===== config.mk =====
export PLATFORM = sky130hd
export DESIGN_NAME = subpix_sum_sched
export DESIGN_NICKNAME = d
export VERILOG_FILES = /design/src/rtl/subpix_sum_sched_pkg.sv /design/src/rtl/sched_result_fifo.sv /design/src/rtl/subpix_sum_sched.sv
export SDC_FILE = /design/constraint.sdc
export NUM_CORES = 1
export LEC_CHECK = 0
export CORE_MARGIN = 2
export CORE_UTILIZATION = 35
export CTS_CLUSTER_DIAMETER = 50
export DETAILED_ROUTE_END_ITERATION = 8
export PLACE_DENSITY = 0.52
export SETUP_SLACK_MARGIN = 0.1
export SLEW_MARGIN = 10
export SYNTH_ARGS = -nofsm -noshare
export SYNTH_HDL_FRONTEND = slang
export SYNTH_SLANG_ARGS = --single-unit

===== constraint.sdc =====
create_clock -name clk -period 4.91 [get_ports clk]
set_clock_uncertainty 0.05 [all_clocks]
set_input_delay 0.982 -clock clk [delete_from_list [all_inputs] [get_ports clk]]
set_output_delay 0.982 -clock clk [all_outputs]
set_load 0.01 [all_outputs]

===== src/rtl/subpix_sum_sched_pkg.sv =====
// subpix_sum_sched_pkg
//   Shared definitions for the column-sum scheduler: one-hot direction codes
//   driven to the datapath, the datapath latency, and the record types used
//   for tracking issued beats and buffering results.
package subpix_sum_sched_pkg;

  // One-hot window-select codes understood by the column-sum datapath.
  localparam logic [3:0] ST_135_180 = 4'b0001;
  localparam logic [3:0] ST_0_45    = 4'b0010;
  localparam logic [3:0] ST_90_135  = 4'b0100;
  localparam logic [3:0] ST_45_90   = 4'b1000;
  // Code presented whenever no edge beat is issued.
  localparam logic [3:0] ST_IDLE    = ST_0_45;

  // Fixed datapath latency from window-in to column sums out.
  localparam int DP_LAT = 3;

  // Column-sum width produced by the datapath.
  localparam int SUM_W  = 11;

  // Coordinates are carried at this width inside the records; the top level
  // zero-extends its CW-bit coordinates in and truncates them back out, so
  // CW may be anything up to MAX_CW.
  localparam int MAX_CW = 16;

  typedef struct packed {
    logic [SUM_W-1:0]  sl;
    logic [SUM_W-1:0]  sm;
    logic [SUM_W-1:0]  sr;
    logic [3:0]        state;
    logic [MAX_CW-1:0] x;
    logic [MAX_CW-1:0] y;
  } result_t;

  typedef struct packed {
    logic              valid;
    logic [3:0]        state;
    logic [MAX_CW-1:0] x;
    logic [MAX_CW-1:0] y;
  } track_t;

endpackage


===== src/rtl/sched_result_fifo.sv =====
// sched_result_fifo
//   Synchronous FIFO with occupancy count. The head entry is shown on rdata
//   combinationally; rdata reads as zero while the FIFO is empty so that the
//   block outputs are zero after reset.
// Ports:
//   clk, rst      clock, asynchronous active-high reset
//   push, wdata   write one entry (caller guarantees not full)
//   pop           remove the head entry (caller guarantees not empty)
//   rdata         head entry, zero when empty
//   count         number of stored entries, 0..DEPTH
module sched_result_fifo #(
  parameter int DEPTH = 4,
  parameter int W     = 8
) (
  input  logic                     clk,
  input  logic                     rst,
  input  logic                     push,
  input  logic [W-1:0]             wdata,
  input  logic                     pop,
  output logic [W-1:0]             rdata,
  output logic [$clog2(DEPTH):0]   count
);

  localparam int AW = $clog2(DEPTH);

  logic [W-1:0]  mem [DEPTH];
  logic [AW-1:0] wptr;
  logic [AW-1:0] rptr;

  // Pointers wrap naturally because DEPTH is a power of two.
  always_ff @(posedge clk or posedge rst) begin
    if (rst) begin
      wptr  <= '0;
      rptr  <= '0;
      count <= '0;
    end else begin
      if (push) wptr <= wptr + 1'b1;
      if (pop)  rptr <= rptr + 1'b1;
      case ({push, pop})
        2'b10:   count <= count + 1'b1;
        2'b01:   count <= count - 1'b1;
        default: count <= count;
      endcase
    end
  end

  // Storage needs no reset: nothing is visible until count says so.
  always_ff @(posedge clk) begin
    if (push) mem[wptr] <= wdata;
  end

  assign rdata = (count != '0) ? mem[rptr] : '0;

endmodule


===== src/rtl/subpix_sum_sched.sv =====
// subpix_sum_sched
//   Scheduler and flow controller for the 3-stage column-sum datapath.
//   Each accepted beat with in_edge set is issued: its gradient direction is
//   classified combinationally onto dp_state in the same cycle, and its
//   {state, x, y} is tracked for DP_LAT cycles until the datapath sums come
//   back and are captured into an output FIFO. Admission is credit based so
//   that the non-stallable datapath can never overflow the FIFO.
// Ports:
//   clk, rst                   clock, asynchronous active-high reset
//   in_valid/in_ready          input beat handshake
//   in_edge, in_gx, in_gy      edge flag and signed gradients
//   in_x, in_y                 pixel coordinates
//   dp_state                   one-hot window select to datapath
//   dp_sl, dp_sm, dp_sr        datapath column sums (DP_LAT after issue)
//   out_valid/out_ready        result handshake
//   out_sl..out_y, out_state   head result record
//   busy                       anything in flight or buffered
//   issue_cnt                  wrapping count of issued edge beats
//
// Handshakes (both ports): a transfer happens on a rising clk edge where
// valid and ready are both high. out_valid and the out_* record stay stable
// until transferred; in_ready is a function of internal occupancy only and
// never looks at in_valid.
module subpix_sum_sched
  import subpix_sum_sched_pkg::*;
#(
  parameter int GW    = 11,
  parameter int CW    = 11,
  parameter int DEPTH = 4
) (
  input  logic                 clk,
  input  logic                 rst,
  input  logic                 in_valid,
  output logic                 in_ready,
  input  logic                 in_edge,
  input  logic signed [GW-1:0] in_gx,
  input  logic signed [GW-1:0] in_gy,
  input  logic [CW-1:0]        in_x,
  input  logic [CW-1:0]        in_y,
  output logic [3:0]           dp_state,
  input  logic [SUM_W-1:0]     dp_sl,
  input  logic [SUM_W-1:0]     dp_sm,
  input  logic [SUM_W-1:0]     dp_sr,
  output logic                 out_valid,
  input  logic                 out_ready,
  output logic [SUM_W-1:0]     out_sl,
  output logic [SUM_W-1:0]     out_sm,
  output logic [SUM_W-1:0]     out_sr,
  output logic [3:0]           out_state,
  output logic [CW-1:0]        out_x,
  output logic [CW-1:0]        out_y,
  output logic                 busy,
  output logic [15:0]          issue_cnt
);

  localparam int CNTW = $clog2(DEPTH) + 1;
  // One extra bit so fifo_count + inflight (up to DEPTH + DP_LAT) fits.
  localparam int OCCW = CNTW + 1;

  // ---------------------------------------------------------------------
  // Direction classification
  // ---------------------------------------------------------------------
  // Magnitudes at GW+1 bits so that the most negative gradient has a
  // representable absolute value.
  logic [GW:0] gx_e, gy_e, ax, ay;
  logic        lt, opp;
  logic [3:0]  cls;

  always_comb begin
    gx_e = {in_gx[GW-1], in_gx};
    gy_e = {in_gy[GW-1], in_gy};
    ax   = gx_e[GW] ? (~gx_e + 1'b1) : gx_e;
    ay   = gy_e[GW] ? (~gy_e + 1'b1) : gy_e;
    lt   = ay < ax;
    // Zero has a clear sign bit, so it counts as positive here.
    opp  = in_gx[GW-1] ^ in_gy[GW-1];
    case ({lt, opp})
      2'b11:   cls = ST_135_180;
      2'b10:   cls = ST_0_45;
      2'b01:   cls = ST_90_135;
      default: cls = ST_45_90;
    endcase
  end

  // ---------------------------------------------------------------------
  // Admission
  // ---------------------------------------------------------------------
  logic            fire, issue;
  logic [CNTW-1:0] fifo_count;
  logic [OCCW-1:0] inflight, occ;
  track_t          trk [DP_LAT];

  always_comb begin
    inflight = '0;
    for (int i = 0; i < DP_LAT; i++) begin
      inflight = inflight + OCCW'(trk[i].valid);
    end
  end

  // Every beat in flight already owns a FIFO slot, so counting it here is
  // what guarantees the capture push always finds room. Non-edge beats are
  // also held off when no credit is left, which is conservative but simple.
  assign occ      = OCCW'(fifo_count) + inflight;
  assign in_ready = occ < OCCW'(DEPTH);
  assign fire     = in_valid & in_ready;
  assign issue    = fire & in_edge;
  assign dp_state = issue ? cls : ST_IDLE;

  // ---------------------------------------------------------------------
  // Tracking shift register, aligned with the datapath pipeline
  // ---------------------------------------------------------------------
  always_ff @(posedge clk or posedge rst) begin
    if (rst) begin
      for (int i = 0; i < DP_LAT; i++) trk[i] <= '0;
    end else begin
      trk[0].valid <= issue;
      trk[0].state <= cls;
      trk[0].x     <= MAX_CW'(in_x);
      trk[0].y     <= MAX_CW'(in_y);
      for (int i = 1; i < DP_LAT; i++) trk[i] <= trk[i-1];
    end
  end

  always_ff @(posedge clk or posedge rst) begin
    if (rst) begin
      issue_cnt <= '0;
    end else if (issue) begin
      issue_cnt <= issue_cnt + 16'd1;
    end
  end

  // ---------------------------------------------------------------------
  // Capture and output FIFO
  // ---------------------------------------------------------------------
  result_t cap, head;
  logic    push, pop;

  always_comb begin
    cap.sl    = dp_sl;
    cap.sm    = dp_sm;
    cap.sr    = dp_sr;
    cap.state = trk[DP_LAT-1].state;
    cap.x     = trk[DP_LAT-1].x;
    cap.y     = trk[DP_LAT-1].y;
  end

  assign push = trk[DP_LAT-1].valid;
  assign pop  = out_valid & out_ready;

  sched_result_fifo #(
    .DEPTH (DEPTH),
    .W     ($bits(result_t))
  ) u_fifo (
    .clk   (clk),
    .rst   (rst),
    .push  (push),
    .wdata (cap),
    .pop   (pop),
    .rdata (head),
    .count (fifo_count)
  );

  assign out_valid = (fifo_count != '0);
  assign out_sl    = head.sl;
  assign out_sm    = head.sm;
  assign out_sr    = head.sr;
  assign out_state = head.state;
  assign out_x     = head.x[CW-1:0];
  assign out_y     = head.y[CW-1:0];
  assign busy      = (inflight != '0) | (fifo_count != '0);

endmodule

After elaboration in Yosys (flattened, before gate mapping)
Memories as Yosys holds them, arrays and structs flattened.
Cells that the tools add are included.
{ "totals": {"reg_bits": 104, "mem_bits_rw": 236, "input_bits": 82, "output_inout_bits": 82, "wordCells": 52, "n_memories": 1} }
{ "mem_list": {"columns": ["name", "words", "word_bits", "rd", "rd_ports_with_merged_regs", "wr", "line", "source"], "rows": [
  ["u_fifo.mem", 4, 59, 1, 0, 1, "sched_result_fifo.sv:26", "logic [W-1:0] mem [DEPTH];"]
]} }
{ "classes": {"n_addsub": 10, "order_cmp": 2, "eq_ne": 5, "muxes": 8, "n_bitwise": 7, "reduce_logical": 3} }
{ "op_table": {"columns": ["op", "count"], "rows": [
  ["69-bit two-way mux", 1],
  ["12-bit by 1-bit adder with 12-bit output (second input constant)", 2],
  ["12-bit two-way mux", 2],
  ["12-bit inverter", 2],
  ["16-bit by 1-bit adder with 16-bit output (second input constant)", 1],
  ["12-bit < comparator", 1],
  ["4-bit case mux with 3 select lines", 1],
  ["2-bit == test (second input constant)", 3],
  ["3-bit case mux with 2 select lines", 1],
  ["2-bit by 1-bit adder with 2-bit output (second input constant)", 2],
  ["3-bit by 3-bit adder with 4-bit output", 1],
  ["2-bit by 1-bit == test with 1-bit output (second input constant)", 2],
  ["4-bit by 3-bit < comparator with 1-bit output (second input constant)", 1],
  ["4-bit two-way mux", 1],
  ["4-bit nonzero test", 1],
  ["2-bit by 1-bit adder with 3-bit output", 1],
  ["3-bit by 1-bit adder with 3-bit output (second input constant)", 1],
  ["1-bit AND", 3],
  ["3-bit nonzero test", 1],
  ["3-bit by 1-bit subtractor with 3-bit output (second input constant)", 1],
  ["1-bit by 1-bit adder with 2-bit output", 1],
  ["1-bit two-way mux", 2],
  ["2-bit nonzero test", 1],
  ["1-bit bitwise OR", 1],
  ["1-bit bitwise XOR", 1]
]} }

Depth between registers and ports, before layout
Gate-level depths: netlist of the first run.
{ "depth": {"ltp_word": 7, "ltp_mapped": 12, "mapped_depth_nobuf": 12} }

Modules after synthesis
Synthesis of the first run repeated with hierarchy kept, for this count alone.
{ "unflattened": {"hier_cells": 727, "area_unflattened_um2": 14353.8} }
{ "modules_own_cells": {"columns": ["mod", "n_inst", "cells_each", "area_each_um2", "seq_area_each_um2"], "rows": [
  ["sched_result_fifo", 1, 473, 10834.1, 8463.1],
  ["subpix_sum_sched", 1, 254, 3519.6, 2427.3]
]} }

Worst setup path before layout of the first run
OpenSTA, ideal clock, no wires.
{ "synth_timing": {"path_kind": "input -> output", "start": "input in_gy[5]", "end": "output dp_state[1]", "arrival_time_ns": 3.267, "t_required_ns": 3.878, "slack_ns": 0.611, "cell_stages": 10, "n_path_buf": 0, "cell_sequence": "or4_4 > or3_4 > o21ai_2 > xnor2_1 > ha_1 > a21oi_1 > nor2_1 > a211oi_1 > o21ai_1 > o21ai_0"} }
{ "synth_via": {"elab_chain_cells": 7, "elab_cells_between_ends": 9, "classes_between": "1 x add/sub; 1 x order compare; 3 x eq/ne; 3 x mux; 1 x bitwise"} }
{ "synth_lines": {"columns": ["item", "line", "source"], "rows": [
  ["start, declared", "subpix_sum_sched.sv:37", "input logic signed [GW-1:0] in_gy,"],
  ["12-bit inverter", "subpix_sum_sched.sv:73", "ay = gy_e[GW] ? (~gy_e + 1'b1) : gy_e;"],
  ["12-bit by 1-bit adder with 12-bit output", "subpix_sum_sched.sv:73", null],
  ["12-bit two-way mux (*)", "subpix_sum_sched.sv:73", null],
  ["12-bit < comparator (*)", "subpix_sum_sched.sv:74", "lt = ay < ax;"],
  ["2-bit by 1-bit == test with 1-bit output or 2-bit == test (tied branches)", "subpix_sum_sched.sv:77", "case ({lt, opp})"],
  ["4-bit case mux with 3 select lines (*)", "subpix_sum_sched.sv:77", null],
  ["4-bit two-way mux (*)", "subpix_sum_sched.sv:107", "assign dp_state = issue ? cls : ST_IDLE;"],
  ["end, declared", "subpix_sum_sched.sv:40", "output logic [3:0] dp_state,"]
]} }
Every way passes the cells marked *; elsewhere a longest branch is shown, timed or not.

Worst setup path after layout of the first run
{ "layout_timing": {"start": "input in_gy[4]", "end": "output dp_state[3]"} }
The elaborated chain is that of the path after synthesis.

==> summary.md, run 1 <==
| Metric | Value |
|---|---|
| Run status | finished clean |
| Proportion of synthesized chip area in sequential cells | 0.760 |
| Max Root-Sink Buffers | 3 |
| Die extent in x | 195 µm |
| Tightest Pin Transition | 1030 ps |
| Synthesized netlist net count | 764 |
| Overall power after layout | 8.77 mW |
| Ordered list of cells on the worst path | dlymetal6s2s_1 > or4_4 > or3_4 > o21ai_4 > xnor2_2 > ha_1 > a21oi_2 > nor2_2 > a211oi_2 > buf_4 > o21ai_4 > and3_1 > buf_2 |
| Remaining antenna violation count | 0 |
| Root cell of the clock tree | clkbuf_16 |
| Hpwl dp | 14900 µm |
| Maximum net fanout on the critical path | 4 |
| Slowest cell on the critical path | or4_4 |
| WP buf/inv | 3 |
| Highest clock rate | 213 MHz |
| Final setup margin | 225 ps |
| Worst hold stages | 0 |
| Most repeated library cell on the critical path | o21ai_4 |
| Vias | 6485 |
| Cts bufs inserted | 39 |
| Total standard cell area after synthesis | 12800 µm² |
| Number of antenna violations at the first check in global routing | 1 |
| Layout overhead on the synthesized area | 29.3% |
| Category of the worst setup path launch point | primary input |
| Clock tree from TritonCTS | yes |
| Overflow left after global routing | 0 |
| Number of hold-slack violations in the final timing report | 0 |
| Max-cap violations | 0 |
| Number of sinks driven by the clock tree | 340 |
| RSZ-0062 raised after global routing | false |
| Final setup violation count | 0 |
| RD Place Congestion | 0.838 |
| CP Capture Type | output port |
| First-pass GRT wire length | 40800 µm |
| Origin of the worst min-delay path | trk[47]$_DFF_PP0_ |
| Number of global-route vias before repair | 7365 |
| Hold-fix buffer count after cts | 0 |
| R2r startpoint | push$_DFF_PP0_ |
| Number of distinct library cell variants in the gate-level netlist after synthesis | 40 |
| Chip Height | 195 µm |
| Port-buffer cells | 163 |
| All-Layer GR Usage | 0.139 |
| Class of the tightest hold or removal check | reg2reg |
| Cells after synthesis | 660 |
| DRT iter0 DRCs | 258 |
| Number of H-tree levels | 2 |
| Router iterations before antenna repair | 5 |
| Clock edge transition at the registers on the reported setup and hold paths | 50 ps |
| Total DRC errors in the routed layout | 0 |
| Largest net degree at the start of global routing | 61 |
| Final Net Count | 980 |
| Worst relative slew slack | 0.317 |
| Flop-to-flop setup slack | 2000 ps |
| Total number of yosys warnings | 0 |
| Hold WS | 290 ps |
| Mean cell area of the mapped netlist | 19.3 µm² |
| IO Count | 164 |
| Ratio of cells with drive above 1 in the final layout | 0.206 |
| Flop and latch count out of synthesis | 340 |
| Logic depth of the worst register-to-register path | 7 |
| Reg-to-reg endpoint | issue_cnt[12]$_DFFE_PP0N_ |
| Period Utilization, post-route | 0.954 |
| Capture endpoint of the worst hold path | cap[10]$_DFF_PP0_ |
| PD cells | 532 nW/µm² |
| Area inside the core boundary | 35700 µm² |
| Worst stage delay on the critical path | 540 ps |
| Data arrival time of the critical path | 3650 ps |
| Time the final worst path needs with I/O delays and setup | 4680 ps |
| Peak VDD IR | 0.389 mV |
| Number of placement rows | 69 |
| Overall die area | 38000 µm² |
| Final number of max-transition violations | 0 |
| Initial standard-cell utilization of the core | 0.357 |
| Category of the critical setup timing path | in2out |
| Gate family responsible for the most delay along the worst path | simple AND/OR/NAND/NOR gates |
| Crit path required time | 3880 ps |
| Latest clock arrival within the worst-skew pair | 530 ps |
| Sum of routed wire length over all layers | 25600 µm |
| Avg WL per Cell | 18.7 µm |
| Setup WS pre-CTS | -508 ps |
| Static Leakage | 5.98 nW |
| Via density per instance | 4.74 |
| Number of diodes | 0 |
==> final cells by class <==
type,count,area [µm²]
Clock buffer,54,1070
Inverter,15,58.8
Tap cell,461,577
Fill cell,3069,19300
Multi-Input combinational cell,281,3000
Clock inverter,18,175
Sequential cell,340,9700
Timing Repair Buffer,199,1910
==> cells in the final DEF (no fill, tap or decap), types with 3 or more instances in the layout <==
cell / n
and2_1: 61
and2_4: 4
buf_2: 3
buf_4: 34
clkbuf_1: 12
clkbuf_16: 40
clkdlybuf4s50_1: 151
clkinv_1: 4
clkinv_2: 3
dfrtp_1: 102
dlymetal6s2s_1: 7
edfxtp_1: 236
ha_1: 19
inv_1: 12
inv_6: 3
mux4_2: 59
nand2_1: 17
nand3_1: 6
nand4_1: 5
nor2_1: 16
nor3_1: 3
o21ai_0: 7
or3_1: 3
xnor2_1: 19
xor2_1: 19
==> worst register-to-register path, delay by kind of cell, from the launching register on <==
family,cells,cell delay (ps)
compound gates,1,350
xor+xnor,1,200
fa+ha+maj,2,730
flops,1,480
simple gates,3,1010
==> metrics by stage <==
| step | utilization | cell area, µm² | setup TNS (ps) | instances |
|---|---|---|---|---|
| global placement | 0.423 | 15100 | -1380 | 1291 |
| CTS | 0.459 | 16400 | 0 | 1366 |
| floorplan | - | 12800 | 0 | 660 |
| detailed placement | 0.423 | 15100 | -1610 | 1291 |
| finish | 0.461 | 16500 | 0 | 1368 |
| global route | 0.461 | 16500 | 0 | 1368 |
==> logic make-up (layout without fill, tap and decap cells) <==
logic type | count (synthesis) | in the layout | share of synthesized area
xor gates and xnor gates | 39 | 39 | 0.0268
muxes | 61 | 61 | 0.106
other | 2 | 2 | 0.000589
and+or+nand+nor | 131 | 131 | 0.0587
adders and majority gates | 22 | 22 | 0.0228
AOI/OAI and AO/OA | 26 | 26 | 0.0132
buffers and inverters | 39 | 286 | 0.0124
DFF | 340 | 340 | 0.760
==> layer usage <==
layer / up-vias / wire (µm) / global-route usage
li1: 2934 / - / -
met4: 2 / 505 / 0.0424
met2: 162 / 12800 / 0.239
met3: 47 / 1240 / 0.0337
met5: - / 16 / 0
met1: 3340 / 11000 / 0.175
==> cell usage after synthesis (all sizes together) <==
cell,instances,share of area
edfxtp,236,0.56
dfrtp,104,0.20
and2,65,0.032
mux4,59,0.10
ha,20,0.020
xnor2,20,0.014
xor2,19,0.013
nor2,18,0.0053
clkbuf,17,0.0050
nand2,17,0.0050
inv,15,0.0044
o21ai,13,0.0054
buf,7,0.0029
or3,7,0.0039
nand3,6,0.0024
nand4,5,0.0025
nor3,4,0.0020
o31ai,4,0.0024
a21oi,3,0.0012
a211oi,2,0.0012
and3,2,0.00098
conb,2,0.00059
fa,2,0.0031
nand2b,2,0.00098
nor2b,2,0.00098
a311oi,1,0.0012
a41oi,1,0.00069
mux2,1,0.00088
mux2i,1,0.00078
nor4b,1,0.0012
o21a,1,0.00059
o41ai,1,0.00069
or4,1,0.00088
or4b,1,0.00078
==> power breakdown <==
group | leakage, nW | internal [mW] | switching, mW
Sequential | 3.38 | 3.33 | 0.289
Clock | 0.607 | 1.65 | 1.12
Combinational | 1.99 | 1.41 | 0.968
==> timing repair <==
item,in CTS,in global routing
buffers inserted,3,2
setup endpoints to repair,4,4
endpoints found under the hold margin,0,0
gates resized for setup,17,31
gates cloned,0,0
pin swaps,6,14
==> flip-flops by register name, indices dropped and copies added, names as in the netlist <==
| register | count |
|---|---|
| trk | 54 |
| u_fifo.wptr | 2 |
| cap | 26 |
| issue_cnt | 16 |
| push | 1 |
| u_fifo.count | 3 |
| u_fifo.rptr | 2 |
| u_fifo.mem | 236 |
==> worst max-delay path by stage <==
stage,start,to,slack (ps),cells past startpoint
after floorplan,in_gy[5],dp_state[1],610,10
after global routing,in_gy[4],dp_state[3],120,13
after CTS,in_gy[5],dp_state[1],20,13
after detailed placement,in_gy[6],dp_state[1],-510,12
final,in_gy[4],dp_state[3],230,13
after global placement,in_gy[5],dp_state[1],-440,12
Note: power is estimated with default switching activity, not from simulation.
==> inputs of run 2 (changes only) <==
--- a/config.mk
+++ b/config.mk
@@ -5,6 +5,7 @@
 export SDC_FILE = /design/constraint.sdc
 export NUM_CORES = 1
 export LEC_CHECK = 0
+export CORE_ASPECT_RATIO = 0.6
 export CORE_MARGIN = 2
 export CORE_UTILIZATION = 35
 export CTS_CLUSTER_DIAMETER = 50
==> run 2 against run 1 <==
  * First-iteration DRC count is 22% higher
  * Worst hold slack better by 4.3 ps
  * Power is 2.4% lower
  * Critical path depth is 1 higher
  * Fmax is 0.58% lower
  * Wire length is 1.5% lower
  * Non-clock buffer count is 3 higher
  * Final area is 0.49% lower
  * Setup slack worse by 27 ps
  * Register-to-register slack better by 30 ps
  * Cell count is 0.88% higher
  * Die area is 0.13% higher
  * Critical path type unchanged
  * Largest cell class unchanged
  * Largest power group unchanged
==> summary.md, run 2 (same netlist as run 1, synthesis figures left out) <==
| Metric | Value |
|---|---|
| Run status | finished clean |
| Router iterations before antenna repair | 4 (-1) |
| Largest net degree at the start of global routing | 74 (+21%) |
| IO Count | 164 (unchanged) |
| Clock tree from TritonCTS | yes |
| Most repeated library cell on the critical path | nand2_1 |
| Number of global-route vias before repair | 6757 (-8.3%) |
| Leading cell type in the layout, fill and taps excluded | edfxtp_1 |
| Max reg flops | 236 (unchanged) |
| Data arrival time of the critical path | 3680 ps (+30 ps) |
| Number of hold-slack violations in the final timing report | 0 (unchanged) |
| Gate family responsible for the most delay along the worst path | simple AND/OR/NAND/NOR gates |
| Clock edge transition at the registers on the reported setup and hold paths | 60 ps (about the same) |
| Hold WS | 294 ps (+4.27 ps) |
| Hold-fix buffer count after cts | 0 (unchanged) |
| Most used cells in the layout excluding fill and tap cells | edfxtp_1, clkdlybuf4s50_1, dfrtp_1, and2_1, mux4_2 |
| Maximum net fanout on the critical path | 4 (unchanged) |
| Slowest cell on the critical path | or4b_4 |
| PD cells | 522 nW/µm² (-1.9%) |
| Category of the worst setup path launch point | primary input |
| Highest clock rate | 212 MHz (-0.58%) |
| Via density per instance | 4.60 (-3.1%) |
| Total DRC errors in the routed layout | 0 (unchanged) |
| Overall power after layout | 8.56 mW (-2.4%) |
| Tightest Pin Transition | 1000 ps (-20.2 ps) |
| CP Capture Type | output port |
| Avg WL per Cell | 18.2 µm (-2.3%) |
| Die extent in x | 250 µm (+29%) |
| Number of H-tree levels | 2 (unchanged) |
| Worst relative slew slack | 0.330 (+0.0134) |
| All-Layer GR Usage | 0.136 (-0.00306) |
| Time the final worst path needs with I/O delays and setup | 4710 ps (+27.3 ps) |
| Hpwl dp | 14900 µm (-0.24%) |
| Final Net Count | 980 (unchanged) |
| Number of diodes | 0 (unchanged) |
| Sum of routed wire length over all layers | 25200 µm (-1.5%) |
| Crit path required time | 3880 ps (about the same) |
| Remaining antenna violation count | 0 (unchanged) |
| DRT iter0 DRCs | 316 (+22%) |
| Number of placement rows | 54 (-22%) |
| WP buf/inv | 4 (+1) |
| Static Leakage | 5.87 nW (-1.7%) |
| Period Utilization, post-route | 0.960 (+0.00557) |
| Number of antenna violations at the first check in global routing | 0 (-1) |
| Number of sinks driven by the clock tree | 340 (unchanged) |
| Category of the critical setup timing path | in2out |
| Ordered list of cells on the worst path | clkdlybuf4s50_1 > inv_1 > ha_1 > nand2_1 > or3_4 > or4b_4 > ha_4 > nand2_1 > nor2_2 > a211oi_2 > buf_4 > o21ai_4 > and3_4 > buf_6 |
| Worst stage delay on the critical path | 510 ps (-30 ps) |
| Layout overhead on the synthesized area | 28.7% |
| Cts bufs inserted | 36 (-7.7%) |
| Peak VDD IR | 0.267 mV (-32%) |
| Overflow left after global routing | 0 (unchanged) |
| Final setup violation count | 0 (unchanged) |
| Root cell of the clock tree | clkbuf_16 |
| Max-cap violations | 0 (unchanged) |
| Initial standard-cell utilization of the core | 0.353 (-0.00400) |
| Area inside the core boundary | 36100 µm² (+1.1%) |
| Final number of max-transition violations | 0 (unchanged) |
| Class of the tightest hold or removal check | reg2reg |
| Vias | 6342 (-2.2%) |
| Latest clock arrival within the worst-skew pair | 520 ps (about the same) |
| Port-buffer cells | 163 (unchanged) |
| RSZ-0062 raised after global routing | false |
| Max Root-Sink Buffers | 3 (unchanged) |
| Overall die area | 38000 µm² (+0.13%) |
| Chip Height | 152 µm (-22%) |
| RD Place Congestion | 0.760 (-9.3%) |
| Most flops, register | u_fifo.mem |
| First-pass GRT wire length | 39600 µm (-3.0%) |
| Ratio of cells with drive above 1 in the final layout | 0.208 (+0.00179) |
==> run 2: final timing paths <==
kind	startpoint	slack, ps	cells after the start	end
max reg2reg	u_fifo.count[0]$_DFFE_PP0P_	2030	9	u_fifo.count[2]$_DFFE_PP0P_
min reg2reg	trk[44]$_DFF_PP0_	290	0	cap[7]$_DFF_PP0_
max	in_gx[0]	200	14	dp_state[3]
min in group asynchronous	rst	950	2	trk[82]$_DFF_PP0_
min	trk[44]$_DFF_PP0_	290	0	cap[7]$_DFF_PP0_
max in group asynchronous	rst	3030	3	trk[71]$_DFF_PP0_
==> run 2: metrics by stage <==
step	area (µm²)	setup TNS [ps]	util	instances	setup slack, ps
after floorplan	12800	0	-	660	611
after global placement	15200	-1420	0.421	1312	-425
after detailed placement	15200	-1450	0.421	1312	-430
after CTS	16300	0	0.452	1379	133
after global routing	16400	0	0.454	1380	98.0
final	16400	0	0.454	1380	198
==> run 2: metal layers <==
metal  GRT usage  vias to the layer above  part of all wire
met5           0                        -                 0
met4      0.0371                        0             0.018
met3      0.0279                       37             0.046
met2       0.210                      134              0.45
met1       0.198                     3235              0.48
li1            -                     2936                 -
==> run 2: final cells by class <==
class | instances | area (µm²)
well taps | 476 | 596
inverters | 15 | 58.8
multi-input cells | 281 | 3000
repair buffers | 202 | 1930
clock inverters | 22 | 150
flip-flops and latches | 340 | 9700
clock buffers | 44 | 972
fillers | 3082 | 19700
==> run 2: report_power, final <==
part           switching [mW]  internal [mW]
Combinational           0.957           1.42
Clock                    1.11           1.44
Sequential              0.302           3.33
==> run 2: what timing repair did <==
action,CTS,global route
buffers inserted,1,1
endpoints found under the setup margin,4,4
gates resized for setup,22,19
pin swaps,9,15
==> inputs of run 3 (changes only) <==
--- a/config.mk
+++ b/config.mk
@@ -5,12 +5,14 @@
 export SDC_FILE = /design/constraint.sdc
 export NUM_CORES = 1
 export LEC_CHECK = 0
+export CELL_PAD_IN_SITES_DETAIL_PLACEMENT = 0
+export CELL_PAD_IN_SITES_GLOBAL_PLACEMENT = 1
 export CORE_ASPECT_RATIO = 0.6
 export CORE_MARGIN = 2
 export CORE_UTILIZATION = 35
 export CTS_CLUSTER_DIAMETER = 50
 export DETAILED_ROUTE_END_ITERATION = 8
-export PLACE_DENSITY = 0.52
+export PLACE_DENSITY = 0.59
 export SETUP_SLACK_MARGIN = 0.1
 export SLEW_MARGIN = 10
 export SYNTH_ARGS = -nofsm -noshare
==> run 3 against run 2 <==
  * Wire length rose by 3.3%
  * Register-to-register slack lost 50 ps
  * First-iteration DRC count is 23% lower
  * Setup slack improved by 50 ps
  * Combinational power grew 4%
  * Count of clock-buffer cells in the layout increased by 6
  * Flip-flop and latch count stayed put
  * Global-route usage is 0.36 points higher
  * Via count is 1.1% higher
  * Non-clock buffer count down 1
  * Power about the same
  * Critical path type unchanged
  * Highest routed layer unchanged
==> summary.md, run 3 (same netlist as run 1, synthesis figures left out) <==
| Metric | Value |
|---|---|
| Max Root-Sink Buffers | 3 (unchanged) |
| Ordered list of cells on the worst path | clkbuf_2 > or4_4 > or3_4 > o21ai_2 > xnor2_1 > ha_1 > a21oi_2 > nor2_2 > a211oi_2 > buf_4 > buf_4 > o21a_1 > nor2_1 > buf_2 |
| Slowest cell on the critical path | or4_4 |
| Net switching fraction of the power | 0.274 (-0.00322) |
| Most used cells in the layout excluding fill and tap cells | edfxtp_1, clkdlybuf4s50_1, dfrtp_1, and2_1, mux4_2 |
| Max reg flops | 236 (unchanged) |
| Die extent in x | 250 µm (unchanged) |
| Final cell count without fillers | 1379 (-0.072%) |
| Avg WL per Cell | 18.9 µm (+3.4%) |
| Worst relative slew slack | 0.316 (-0.0139) |
| Overflow left after global routing | 0 (unchanged) |
| Part of the power in registers | 0.415 (-0.009) |
| IO Count | 164 (unchanged) |
| Time the final worst path needs with I/O delays and setup | 4660 ps (-49.5 ps) |
| Period Utilization, post-route | 0.950 (-0.0101) |
| Hpwl dp | 15100 µm (+1.6%) |
| Run status | finished clean |
| Final Net Count | 979 (-0.10%) |
| CP Capture Type | output port |
| Hold-fix buffer count after cts | 0 (unchanged) |
| Number of hold-slack violations in the final timing report | 0 (unchanged) |
| Root cell of the clock tree | clkbuf_16 |
| RD Place Congestion | 0.797 (+4.8%) |
| Number of placement rows | 54 (unchanged) |
| Part of the power in combinational logic | 0.290 (+0.012) |
| Number of antenna violations at the first check in global routing | 0 (unchanged) |
| Leading cell type in the layout, fill and taps excluded | edfxtp_1 |
| Sum of routed wire length over all layers | 26000 µm (+3.3%) |
| Most flops, register | u_fifo.mem |
| Clock edge transition at the registers on the reported setup and hold paths | 60 ps (about the same) |
| RSZ-0062 raised after global routing | false |
| Number of diodes | 0 (unchanged) |
| Port-buffer cells | 163 (unchanged) |
| Highest clock rate | 214 MHz (+1.1%) |
| Number of H-tree levels | 2 (unchanged) |
| Post-Layout Inst Area | 16400 µm² (about the same) |
| Remaining antenna violation count | 0 (unchanged) |
| Maximum net fanout on the critical path | 2 (-2) |
| Latest clock arrival within the worst-skew pair | 510 ps (about the same) |
| Peak VDD IR | 0.332 mV (+24%) |
| Tightest Pin Transition | 1030 ps (+20.9 ps) |
| Initial standard-cell utilization of the core | 0.353 (unchanged) |
| Util after Layout | 0.454 (about the same) |
| Total DRC errors in the routed layout | 0 (unchanged) |
| P_sw | 2.35 mW (-1.1%) |
| Chip Height | 152 µm (unchanged) |
| Static Leakage | 5.90 nW (+0.57%) |
| Filler instances | 3097 (+0.49%) |
| # placed instances | 1305 (-0.53%) |
| Overall die area | 38000 µm² (unchanged) |
| Cts bufs inserted | 36 (unchanged) |
| Max-cap violations | 0 (unchanged) |
| Final setup violation count | 0 (unchanged) |
| Final number of max-transition violations | 0 (unchanged) |
| Category of the worst setup path launch point | primary input |
| Number of sinks driven by the clock tree | 340 (unchanged) |
| Router iterations before antenna repair | 4 (unchanged) |
| Category of the critical setup timing path | in2out |
| Largest net degree at the start of global routing | 61 (-18%) |
| Clk pwr share | 0.295 (-0.003) |
| Area inside the core boundary | 36100 µm² (unchanged) |
| Clock tree from TritonCTS | yes |
| Total placed instance area | 15200 µm² (-0.35%) |
| PD cells | 522 nW/µm² (+0.12%) |
| DRT iter0 DRCs | 242 (-23%) |
| Via density per instance | 4.65 (+1.2%) |
| Most repeated library cell on the critical path | buf_4 |
| Class of the tightest hold or removal check | reg2reg |
| All-Layer GR Usage | 0.140 (+0.00360) |
| Data arrival time of the critical path | 3630 ps (-50 ps) |
| Number of global-route vias before repair | 7053 (+4.4%) |
| Crit path required time | 3880 ps (about the same) |
| Worst stage delay on the critical path | 530 ps (+20 ps) |
| Layout overhead on the synthesized area | 28.6% (about the same) |
| Internal cell power | 6.22 mW (+0.52%) |
| First-pass GRT wire length | 41000 µm (+3.5%) |
| Ratio of cells with drive above 1 in the final layout | 0.208 (+0.000230) |
| Vias | 6411 (+1.1%) |
[run 3: timing repair]
action | 4_1_cts | 5_1_grt
pin swaps | 6 | 14
buffers inserted | 7 | 1
setup endpoints to repair | 4 | 4
gates resized for setup | 20 | 29
cloned | 0 | 0
[run 3: final timing paths]
path,from,endpoint,slack [ps],cells after the start
setup / recovery,in_gy[4],dp_state[2],250,14
hold / removal,trk[97]$_DFF_PP0_,trk[60]$_DFF_PP0_,290,0
setup reg to reg,u_fifo.count[0]$_DFFE_PP0P_,u_fifo.count[2]$_DFFE_PP0P_,1980,9
hold reg to reg,trk[97]$_DFF_PP0_,trk[60]$_DFF_PP0_,290,0
max in group asynchronous,rst,cap[17]$_DFF_PP0_,3220,3
min in group asynchronous,rst,cap[24]$_DFF_PP0_,850,2
[run 3: final cells by class]
cell class,count,area [µm²],area share
clock buffers,50,1010,0.0619
clock inverters,16,98.8,0.00603
inverters,15,58.8,0.00358
multi-input cells,281,3000,0.183
flip-flops and latches,340,9700,0.591
well taps,476,596,0.0363
repair buffers,201,1940,0.118
[run 3: per-stage QoR]
stage / power, mW / TNS (ps) / hold WS, ps / setup WS (ps)
after floorplan: 4.88 / 0 / 281 / 611
after global placement: 6.11 / -1190 / 281 / -346
after detailed placement: 6.14 / -1600 / 285 / -456
after CTS: 8.73 / 0 / 294 / 80.9
after global routing: 9.02 / 0 / 303 / 105
final: 8.57 / 0 / 295 / 247
[run 3: worst max-delay path: cells and delay by family]
family | cells | cell delay, ps
buffers and inverters | 4 | 460
AO/OA/AOI/OAI | 4 | 700
XOR/XNOR | 1 | 100
AND/OR/NAND/NOR | 4 | 1050
adder cells (fa/ha/maj) | 1 | 330
[run 3: power groups by stage]
| stage | combinational, mW | sequential [mW] | clock (mW) |
|---|---|---|---|
| final | 2.48 | 3.55 | 2.53 |
| after global routing | 2.70 | 3.59 | 2.73 |
| after CTS | 2.55 | 3.57 | 2.62 |
| after detailed placement | 2.52 | 3.62 | 0 |
| after global placement | 2.50 | 3.61 | 0 |
| after floorplan | 1.41 | 3.47 | 0 |
[run 3: routing by layer]
layer | vias to the layer above | wire length (µm) | part of all wire | track usage
li1 | 2931 | - | - | -
met1 | 3315 | 11700 | 0.45 | 0.190
met2 | 125 | 12800 | 0.49 | 0.230
met3 | 40 | 1060 | 0.041 | 0.0324
met4 | 0 | 427 | 0.016 | 0.0319
met5 | - | 0 | 0 | 0
